[src/rtl/cdb_broadcaster_pkg.sv]
// Shared CDB result types and widths used by the broadcaster and its FU/PRF/RS/ROB neighbours.
package cdb_broadcaster_pkg;
    localparam int PR_SIZE = 64;
    localparam int PR_BITS = $clog2(PR_SIZE);
    localparam int XLEN    = 32;

    typedef struct packed {
        logic               valid;
        logic [PR_BITS-1:0] PRN;
        logic [XLEN-1:0]    FU_result;
    } CDB;

    typedef struct packed {
        logic               valid;
        logic               thread_id;
        logic [PR_BITS-1:0] PRN;
        logic [XLEN-1:0]    FU_result;
    } FU_RESULT;

    function automatic logic thread_killed(input logic tid, input logic mp0, input logic mp1);
        return tid ? mp1 : mp0;
    endfunction
endpackage

[src/rtl/rr_pick2.sv]
// Two-grant rotating-priority picker: first and second requester found scanning from ptr upward.
module rr_pick2 #(
    parameter int NUM_FU = 4,
    parameter int PTR_W  = $clog2(NUM_FU)
) (
    input  logic [NUM_FU-1:0] req,
    input  logic [PTR_W-1:0]  ptr,
    output logic [PTR_W-1:0]  gnt0_idx,
    output logic              gnt0_v,
    output logic [PTR_W-1:0]  gnt1_idx,
    output logic              gnt1_v
);
    always_comb begin
        int pos;
        gnt0_idx = '0;
        gnt0_v   = 1'b0;
        gnt1_idx = '0;
        gnt1_v   = 1'b0;
        for (int k = 0; k < NUM_FU; k++) begin
            pos = int'(ptr) + k;
            if (pos >= NUM_FU) pos = pos - NUM_FU;
            if (req[pos[PTR_W-1:0]]) begin
                if (!gnt0_v) begin
                    gnt0_v   = 1'b1;
                    gnt0_idx = pos[PTR_W-1:0];
                end else if (!gnt1_v) begin
                    gnt1_v   = 1'b1;
                    gnt1_idx = pos[PTR_W-1:0];
                end
            end
        end
    end
endmodule

[src/rtl/cdb_broadcaster.sv]
// CDB transmit end: one hold slot per FU, two-wide round-robin grant, thread squash, registered CDB.
// Build option CDB_BYPASS_EN lets an incoming result into an empty slot compete in the same cycle.
module cdb_broadcaster
    import cdb_broadcaster_pkg::*;
#(
    parameter int NUM_FU = 4
) (
    input  logic                  clock,
    input  logic                  reset,
    input  logic                  mispredict_thread_0,
    input  logic                  mispredict_thread_1,
    input  FU_RESULT [NUM_FU-1:0] fu_in,
    output logic [NUM_FU-1:0]     fu_ready,
    output CDB                    CDB_0,
    output CDB                    CDB_1,
    output logic                  CDB_thread_0,
    output logic                  CDB_thread_1
);
    localparam int PTR_W = $clog2(NUM_FU);

    FU_RESULT [NUM_FU-1:0] hold;
    logic [NUM_FU-1:0]     hold_valid, squash, in_kill, in_valid, byp, req, grant, accept;
    logic [PR_BITS-1:0]    cand_prn [NUM_FU];
    logic [XLEN-1:0]       cand_res [NUM_FU];
    logic [NUM_FU-1:0]     cand_th;
    logic [PTR_W-1:0]      rr_ptr, gnt0_idx, gnt1_idx;
    logic                  gnt0_v, gnt1_v;

    function automatic logic [PTR_W-1:0] ptr_after(input logic [PTR_W-1:0] idx);
        return (int'(idx) == NUM_FU - 1) ? PTR_W'(0) : idx + 1'b1;
    endfunction

    always_comb begin
        for (int i = 0; i < NUM_FU; i++) begin
            hold_valid[i] = hold[i].valid;
            in_valid[i]   = fu_in[i].valid;
            squash[i]     = hold[i].valid &
                            thread_killed(hold[i].thread_id, mispredict_thread_0, mispredict_thread_1);
            in_kill[i]    = fu_in[i].valid &
                            thread_killed(fu_in[i].thread_id, mispredict_thread_0, mispredict_thread_1);
`ifdef CDB_BYPASS_EN
            byp[i]        = ~hold[i].valid & fu_in[i].valid & ~in_kill[i];
`else
            byp[i]        = 1'b0;
`endif
            req[i]        = (hold[i].valid & ~squash[i]) | byp[i];
            // A non-empty slot always wins its position; the input only competes when the slot is empty.
            cand_prn[i]   = hold[i].valid ? hold[i].PRN       : fu_in[i].PRN;
            cand_res[i]   = hold[i].valid ? hold[i].FU_result : fu_in[i].FU_result;
            cand_th[i]    = hold[i].valid ? hold[i].thread_id : fu_in[i].thread_id;
        end
    end

    rr_pick2 #(
        .NUM_FU (NUM_FU),
        .PTR_W  (PTR_W)
    ) u_pick (
        .req      (req),
        .ptr      (rr_ptr),
        .gnt0_idx (gnt0_idx),
        .gnt0_v   (gnt0_v),
        .gnt1_idx (gnt1_idx),
        .gnt1_v   (gnt1_v)
    );

    always_comb begin
        grant = '0;
        if (gnt0_v) grant[gnt0_idx] = 1'b1;
        if (gnt1_v) grant[gnt1_idx] = 1'b1;
    end

    assign fu_ready = ~hold_valid | grant | squash;
    // A bypassed result that wins a grant goes straight to the CDB and never occupies the slot.
    assign accept   = in_valid & fu_ready & ~in_kill & ~(byp & grant);

    always_ff @(posedge clock) begin
        if (reset) begin
            hold         <= '0;
            rr_ptr       <= '0;
            CDB_0        <= '0;
            CDB_1        <= '0;
            CDB_thread_0 <= 1'b0;
            CDB_thread_1 <= 1'b0;
        end else begin
            for (int i = 0; i < NUM_FU; i++) begin
                if (accept[i])               hold[i]       <= fu_in[i];
                else if (grant[i] | squash[i]) hold[i].valid <= 1'b0;
            end

            CDB_0        <= '0;
            CDB_thread_0 <= 1'b0;
            if (gnt0_v) begin
                CDB_0.valid     <= 1'b1;
                CDB_0.PRN       <= cand_prn[gnt0_idx];
                CDB_0.FU_result <= cand_res[gnt0_idx];
                CDB_thread_0    <= cand_th[gnt0_idx];
            end

            CDB_1        <= '0;
            CDB_thread_1 <= 1'b0;
            if (gnt1_v) begin
                CDB_1.valid     <= 1'b1;
                CDB_1.PRN       <= cand_prn[gnt1_idx];
                CDB_1.FU_result <= cand_res[gnt1_idx];
                CDB_thread_1    <= cand_th[gnt1_idx];
            end

            if (gnt1_v)      rr_ptr <= ptr_after(gnt1_idx);
            else if (gnt0_v) rr_ptr <= ptr_after(gnt0_idx);
        end
    end
endmodule

[config.mk]
export PLATFORM = sky130hd
export DESIGN_NAME = cdb_broadcaster
export DESIGN_NICKNAME = d
export VERILOG_FILES = /design/src/rtl/cdb_broadcaster_pkg.sv /design/src/rtl/rr_pick2.sv /design/src/rtl/cdb_broadcaster.sv
export SDC_FILE = /design/constraint.sdc
export NUM_CORES = 1
export LEC_CHECK = 0
export CORE_MARGIN = 2
export CORE_UTILIZATION = 58
export DETAILED_ROUTE_END_ITERATION = 6
export PLACE_DENSITY = 0.87
export SLEW_MARGIN = 40
export SYNTH_ARGS = -nofsm -noshare
export SYNTH_HDL_FRONTEND = slang
export SYNTH_HIERARCHICAL = 1
export SYNTH_SLANG_ARGS = --single-unit
export TNS_END_PERCENT = 10
[constraint.sdc]
create_clock -name clock -period 9.3 [get_ports clock]
set_input_delay 1.86 -clock clock [delete_from_list [all_inputs] [get_ports clock]]
set_output_delay 1.86 -clock clock [all_outputs]
set_load 0.01 [all_outputs]
# After elaboration in Yosys (flattened, before gate mapping)
# Index checks and enable logic that the tools add are counted.
# totals
reg_bits	242
out_inout_bits	84
# classes
n_mux	93
n_eq_ne	2
n_bitwise	31
n_reduce_logical	9
n_lt_le_gt_ge	14
n_addsub	9
# op_table
operator	n
32-bit 2-to-1 mux	8
32-bit binary-select mux with 2-bit select	2
39-bit 2-to-1 mux	2
6-bit 2-to-1 mux	8
2-bit 2-to-1 mux	23
1-bit 2-to-1 mux	38
6-bit binary-select mux with 2-bit select	2
2-bit by 3-bit < comparator with 1-bit output (second input constant)	6
3-bit greater-or-equal comparator (second input constant)	5
1-bit bitwise AND	12
1-bit binary-select mux with 2-bit select	6
4-bit bitwise OR	3
2-bit nonzero test	5
4-bit bitwise AND	2
4-bit 2-to-1 mux	2
4-bit NOT	2
2-bit by 1-bit subtractor with 2-bit output (second input constant)	4
2-bit by 2-bit adder with 3-bit output (second input constant)	2
1-bit NOT	6
2-bit NOT with 3-bit output	2
2-bit by 1-bit adder with 2-bit output (second input constant)	2
1-bit demux with 2-bit select	2
2-bit by 1-bit equality test with 1-bit output (second input constant)	2
2-bit by 1-bit greater-or-equal comparator with 1-bit output (second input constant)	2
5 further kinds	10

# Depth between registers and ports, before layout
# depth
word_depth	26
depth_mapped	20
mapped_depth_nobuf	14

# Cells and area by module
# The synthesis kept the hierarchy.
# by_module_without_submodules
mod	n_inst	cells_each	area_each_um2
cdb_broadcaster	1	1180	12964.9
rr_pick2	1	85	603.1

# Least setup slack after synthesis
# No wires, ideal clock.
# synth_timing
path_type	input to output
startpoint	input mispredict_thread_1
endpoint	output fu_ready[0]
path_stages	16
t_arrival_ns	4.803
path_slack_ns	2.637
t_required_ns	7.440
cell_sequence	mux2i_1 -> and2_1 -> clkbuf_1 -> buf_2 -> nor2b_1 -> a211oi_1 -> a31oi_1 -> ha_1 -> mux2i_1 -> o211ai_1 -> a32o_1 -> inv_1 -> clkbuf_1 -> ha_1 -> a22oi_1 -> nand3_1
# synth_lines
item	line	rtl
from (decl)	cdb_broadcaster.sv:11	input logic mispredict_thread_1,
1-bit 2-to-1 mux (*)	cdb_broadcaster_pkg.sv:21	return tid ? mp1 : mp0;
1-bit bitwise AND (*)	cdb_broadcaster.sv:37	squash[i] = hold[i].valid &
1-bit NOT (*)	cdb_broadcaster.sv:46	req[i] = (hold[i].valid & ~squash[i]) | byp[i];
1-bit bitwise AND (*)	cdb_broadcaster.sv:46	
named net req[0]	cdb_broadcaster.sv:22	logic [NUM_FU-1:0] hold_valid, squash, in_kill, in_valid, byp, req, grant, accept;
1-bit binary-select mux with 2-bit select	rr_pick2.sv:22	if (req[pos[PTR_W-1:0]]) begin
1-bit 2-to-1 mux (implied by the code)	rr_pick2.sv:22	
2-bit 2-to-1 mux or 1-bit 2-to-1 mux (tied branches)	rr_pick2.sv:22	
[6 not listed]	-	
named net gnt0_idx[0]	cdb_broadcaster.sv:26	logic [PTR_W-1:0] rr_ptr, gnt0_idx, gnt1_idx;
2-bit by 3-bit < comparator with 1-bit output (implied by the code) or 2-bit by 1-bit greater-or-equal comparator with 1-bit output (tied branches)	cdb_broadcaster.sv:68	if (gnt0_v) grant[gnt0_idx] = 1'b1;
1-bit logical AND (implied by the code)	cdb_broadcaster.sv:68	
1-bit 2-to-1 mux (implied by the code)	cdb_broadcaster.sv:68	
1-bit demux with 2-bit select (*)	cdb_broadcaster.sv:68	
4-bit 2-to-1 mux (*)	cdb_broadcaster.sv:68	
4-bit bitwise OR (no line)	-	
4-bit 2-to-1 mux (*)	cdb_broadcaster.sv:69	if (gnt1_v) grant[gnt1_idx] = 1'b1;
4-bit bitwise OR (*) (2 in series)	cdb_broadcaster.sv:72	assign fu_ready = ~hold_valid | grant | squash;
to (decl)	cdb_broadcaster.sv:13	output logic [NUM_FU-1:0] fu_ready,
# The timed path passes the listed nets; every way through them passes the cells marked *. The select of a mux whose other input is x is not followed.

# Final worst setup path
# layout_timing
startpoint	input mispredict_thread_1
endpoint	output fu_ready[2]
# layout_via
elab_chain_len	23
# layout_rtl
item	line
1-bit 2-to-1 mux (*)	cdb_broadcaster_pkg.sv:21
1-bit bitwise AND (*)	cdb_broadcaster.sv:37
1-bit NOT (*)	cdb_broadcaster.sv:46
1-bit bitwise AND (*)	cdb_broadcaster.sv:46
named net req[0]	cdb_broadcaster.sv:22
1-bit binary-select mux with 2-bit select	rr_pick2.sv:22
1-bit 2-to-1 mux (implied by the code)	rr_pick2.sv:22
1-bit 2-to-1 mux	rr_pick2.sv:22
[8 not listed]	-
named net gnt1_idx[0]	cdb_broadcaster.sv:26
2-bit by 3-bit < comparator with 1-bit output (implied by the code) or 2-bit by 1-bit greater-or-equal comparator with 1-bit output (tied branches)	cdb_broadcaster.sv:69
1-bit logical AND (implied by the code)	cdb_broadcaster.sv:69
1-bit 2-to-1 mux (implied by the code)	cdb_broadcaster.sv:69
1-bit demux with 2-bit select (*)	cdb_broadcaster.sv:69
4-bit bitwise OR (no line) (*)	-
4-bit 2-to-1 mux (*)	cdb_broadcaster.sv:69
4-bit bitwise OR (*) (2 in series)	cdb_broadcaster.sv:72
# Marked as above.

==> reports/metrics.yaml <==
route:
  firstDrtPassIters: 4
  final_antenna_net_count: 0
  drc: 0
  vias: 10300
  post_drt_via_cell_ratio: 5.78
  drt_wl_total_mm: 35.6
  drtIter0Drc: 519
  routedWlPerCell_microns: 20.0
setup_path:
  cp.required_ns: 7.44
  cp_slowest_stage_delay_ns: 0.63
  path_delay_family: "buffers and inverters"
  r2r_setup_slack_ns: 3.88
  rr_worst_depth: 15
  r2r-end: "hold[83]"
  crit_chain: "clkdlybuf4s50_1 > mux2i_1 > and2_1 > nor2b_1 > a211oi_1 > a31oi_1 > ha_1 > a211o_1 > o2111ai_1 > o311ai_1 > inv_2 > ha_1 > a22oi_1 > nand3_1 > clkdlybuf4s50_1"
  cp_num_buf_inv: 3
  r2r-start: "hold[39]"
  end_kind: "output pin"
  crit_type: "in2out"
  slowest_stage: "and2_1"
  critPathMaxFanout: 21
  cp.arrival_ns: 6.53
  setup.worst_path.start_class: "input port"
cts:
  cts_max_level: 1
  clockBufferDepth: 3
  clk_pin_slew_ns: 0.06
  cts_tree: "yes"
  clock_sinks: 242
  insertion_delay_ns: 0.53
  cts_root_buffer: "clkbuf_16"
  cts_buffers: 27
  cts_hold_buf: 0
  cts_setup_buffers: 0
  cts_resized: 0
die:
  io-pin-count: 248
  dieArea_sq_um: 24600
  die_h_microns: 157
  initial_core_util_pct: 59.6
  rows: 55
  fp.dieW_microns: 157
  core_region_area_sq_um: 22800
global_routing:
  use_met2_pct: 50.1
  grt.total_usage_pct: 28.7
  grt_pass1_vias: 10900
  busiest_layer: "met2"
  grt_max_degree: 180
  grt_pass1_wl_mm: 55.8
  use_met3_pct: 5.18
  antenna_found_initial: 2
  grt_overflow: 0
  use_met1_pct: 35.6
synthesis:
  yosys.area.top_type: "dfxtp_1"
  netlist_area_sq_um: 13600
  ys_seq_area_share_pct: 35.7
  synth_cell_types: 52
  yosys.area.top_type_share_pct: 35.7
  ys_warn_count: 6
  syn_avg_cell_area_sq_um: 10.7
  synthCells: 1265
  synth_area_leaders: "dfxtp_1, mux2i_1, nand2b_1"
  syn-num-nets: 1439
  synthFlopType: "dfxtp_1"
  ys_seq_elements: 242
  synth-async-reset-ratio_pct: 0
  synth_edf_count: 0
timing:
  period_share_pct: 90.2
  hold_viol: 0
  finalSetupTns_ns: 0
  period_minus_slack_ns: 8.39
  setup_violations: 0
  finClkSkew_ns: 0.0135
  rsz0062_at_grt: "no"
  slew_viol_final: 0
  worstMarginPinSlew_ns: 0.897
  max_slew_margin_pct: 40.2
  max_freq_mhz: 119
  worst_slack_ns: 0.907
cells_and_area:
  fillers: 1611
  regArea_sq_um: 4860
  multi_input_area_sq_um: 8150
  nNetsFinal: 1623
  drive_above_1_share_pct: 10.8
  syn_to_final_growth_pct: 25.4
min_path:
  hold_class: "reg2reg"
  hold_depth: 2
  hold_end: "hold[50]"
  hold_start: "hold[50]"
pwr:
  irDropWorstVdd_mv: 0.135
  leakage_nw: 6.15
  p_per_area_nw_per_um2: 163
place:
  port_buffers: 247
  post-place-ws_ns: 0.995
  hpwl_mm: 22.6
  place_congestion: 0.789
outcome:
  status: "completed"
run:
  max_cap_violations: 0
[placed cells by master (no fill, tap or decap), types with 3 or more instances in the layout]
cell             Yosys  final
nand2b_1           322    320
mux2i_1            318    318
clkdlybuf4s50_1      0    246
dfxtp_1            242    238
nor2_1              84     84
mux4_2              79     79
clkbuf_16            0     27
a21oi_1             13     13
buf_4               21     11
inv_1               12     10
ha_1                10     10
clkbuf_8             0     10
nand2_1              7      7
mux2_2               5      5
nand3_1              5      5
clkinv_2             0      5
a22oi_1              4      4
and2_1               4      4
a311oi_4             0      4
dfxtp_4              0      4
nor4bb_1             4      4
inv_2                0      3
clkbuf_1            52      3
buf_12               0      3
o211ai_1             3      3
and3b_1              3      3
o21ai_0              3      3
[layout make-up]
cell class              instances  share of cell area [%]
diodes                          1                  0.0147
well taps                     313                    2.30
multi-input cells             901                    47.9
clock buffers                  39                    4.76
inverters                      14                   0.316
repair buffers                263                    15.6
clock inverters                 7                   0.515
flip-flops and latches        242                    28.6
[metrics by stage]
step	util (%)	cell area, sq um	instances	power, W	hold slack (ns)
global route	74.7	17000	1780	0.00287	0.481
finish	74.7	17000	1780	0.00278	0.473
detailed placement	70.4	16000	1729	0.00171	0.461
global placement	70.3	16000	1729	0.00169	0.457
floorplan	-	13600	1265	0.00152	0.448
CTS	74.3	16900	1775	0.00278	0.475
[worst max-delay path by stage]
stage                        start          end  slack, ns  depth (start not counted)
2_1_floorplan  mispredict_thread_1  fu_ready[0]       2.64                         16
3_3_place_gp   mispredict_thread_1  fu_ready[0]       1.17                         15
3_5_place_dp   mispredict_thread_1  fu_ready[0]       0.99                         15
4_1_cts        mispredict_thread_1  fu_ready[2]       0.99                         15
5_1_grt        mispredict_thread_1  fu_ready[2]       0.57                         15
6_report       mispredict_thread_1  fu_ready[2]       0.91                         15
[cells by family (layout without fill, tap and decap cells)]
family / after synthesis / count (layout) / share of synthesized area [%]
AND/OR/NAND/NOR: 442 / 442 / 19.1
multiplexers: 402 / 402 / 37.0
flip-flops: 242 / 242 / 35.7
buffers and inverters: 122 / 323 / 4.64
AO/OA/AOI/OAI: 46 / 46 / 2.61
adder cells (fa/ha/maj): 10 / 10 / 0.922
XOR/XNOR: 1 / 1 / 0.0646
other: 0 / 1 / 0
[layer usage]
metal | wire length [microns] | up-vias
met4 | 906 | 2
met3 | 2390 | 78
met2 | 17500 | 395
li1 | - | 4777
met5 | 12 | -
met1 | 14800 | 5040
[synth_stat cells (3+ instances only)]
master	instances
buf_6	8
a21oi_1	13
buf_4	21
clkbuf_1	52
and3b_1	3
nand2_1	7
o211ai_1	3
buf_2	26
a311oi_2	4
inv_1	12
ha_1	10
mux2_2	5
mux2i_1	318
a22oi_1	4
nor2_1	84
nand3_1	5
and2_1	4
dfxtp_1	242
mux4_2	79
o21ai_0	3
nor4bb_1	4
nand2b_1	322
[sequential cells by signal (all words and copies together), names as in the netlist]
signal / flops
CDB_0: 39
CDB_1: 39
CDB_thread_0: 1
CDB_thread_1: 1
hold: 160
rr_ptr: 2
[worst reg2reg max path: stages, from the launching register on]
cell and delay, ns:
dfxtp_4 0.66, buf_12 0.27, and2_1 0.60, nor2b_1 0.28, a211oi_1 0.08, a31oi_1 0.25, ha_1 0.27, mux2i_1 0.20
o211ai_1 0.13, a32o_1 0.33, inv_2 0.34, ha_1 0.22, a22oi_1 0.11, a311oi_4 0.80, buf_4 0.51, mux2i_1 0.29
[report_power, final]
part	switching (W)	internal, W
logic	0.000246	0.000308
clock network	0.000427	0.000654
registers	0.0000509	0.00109
Power figures use the tool's default switching activity.
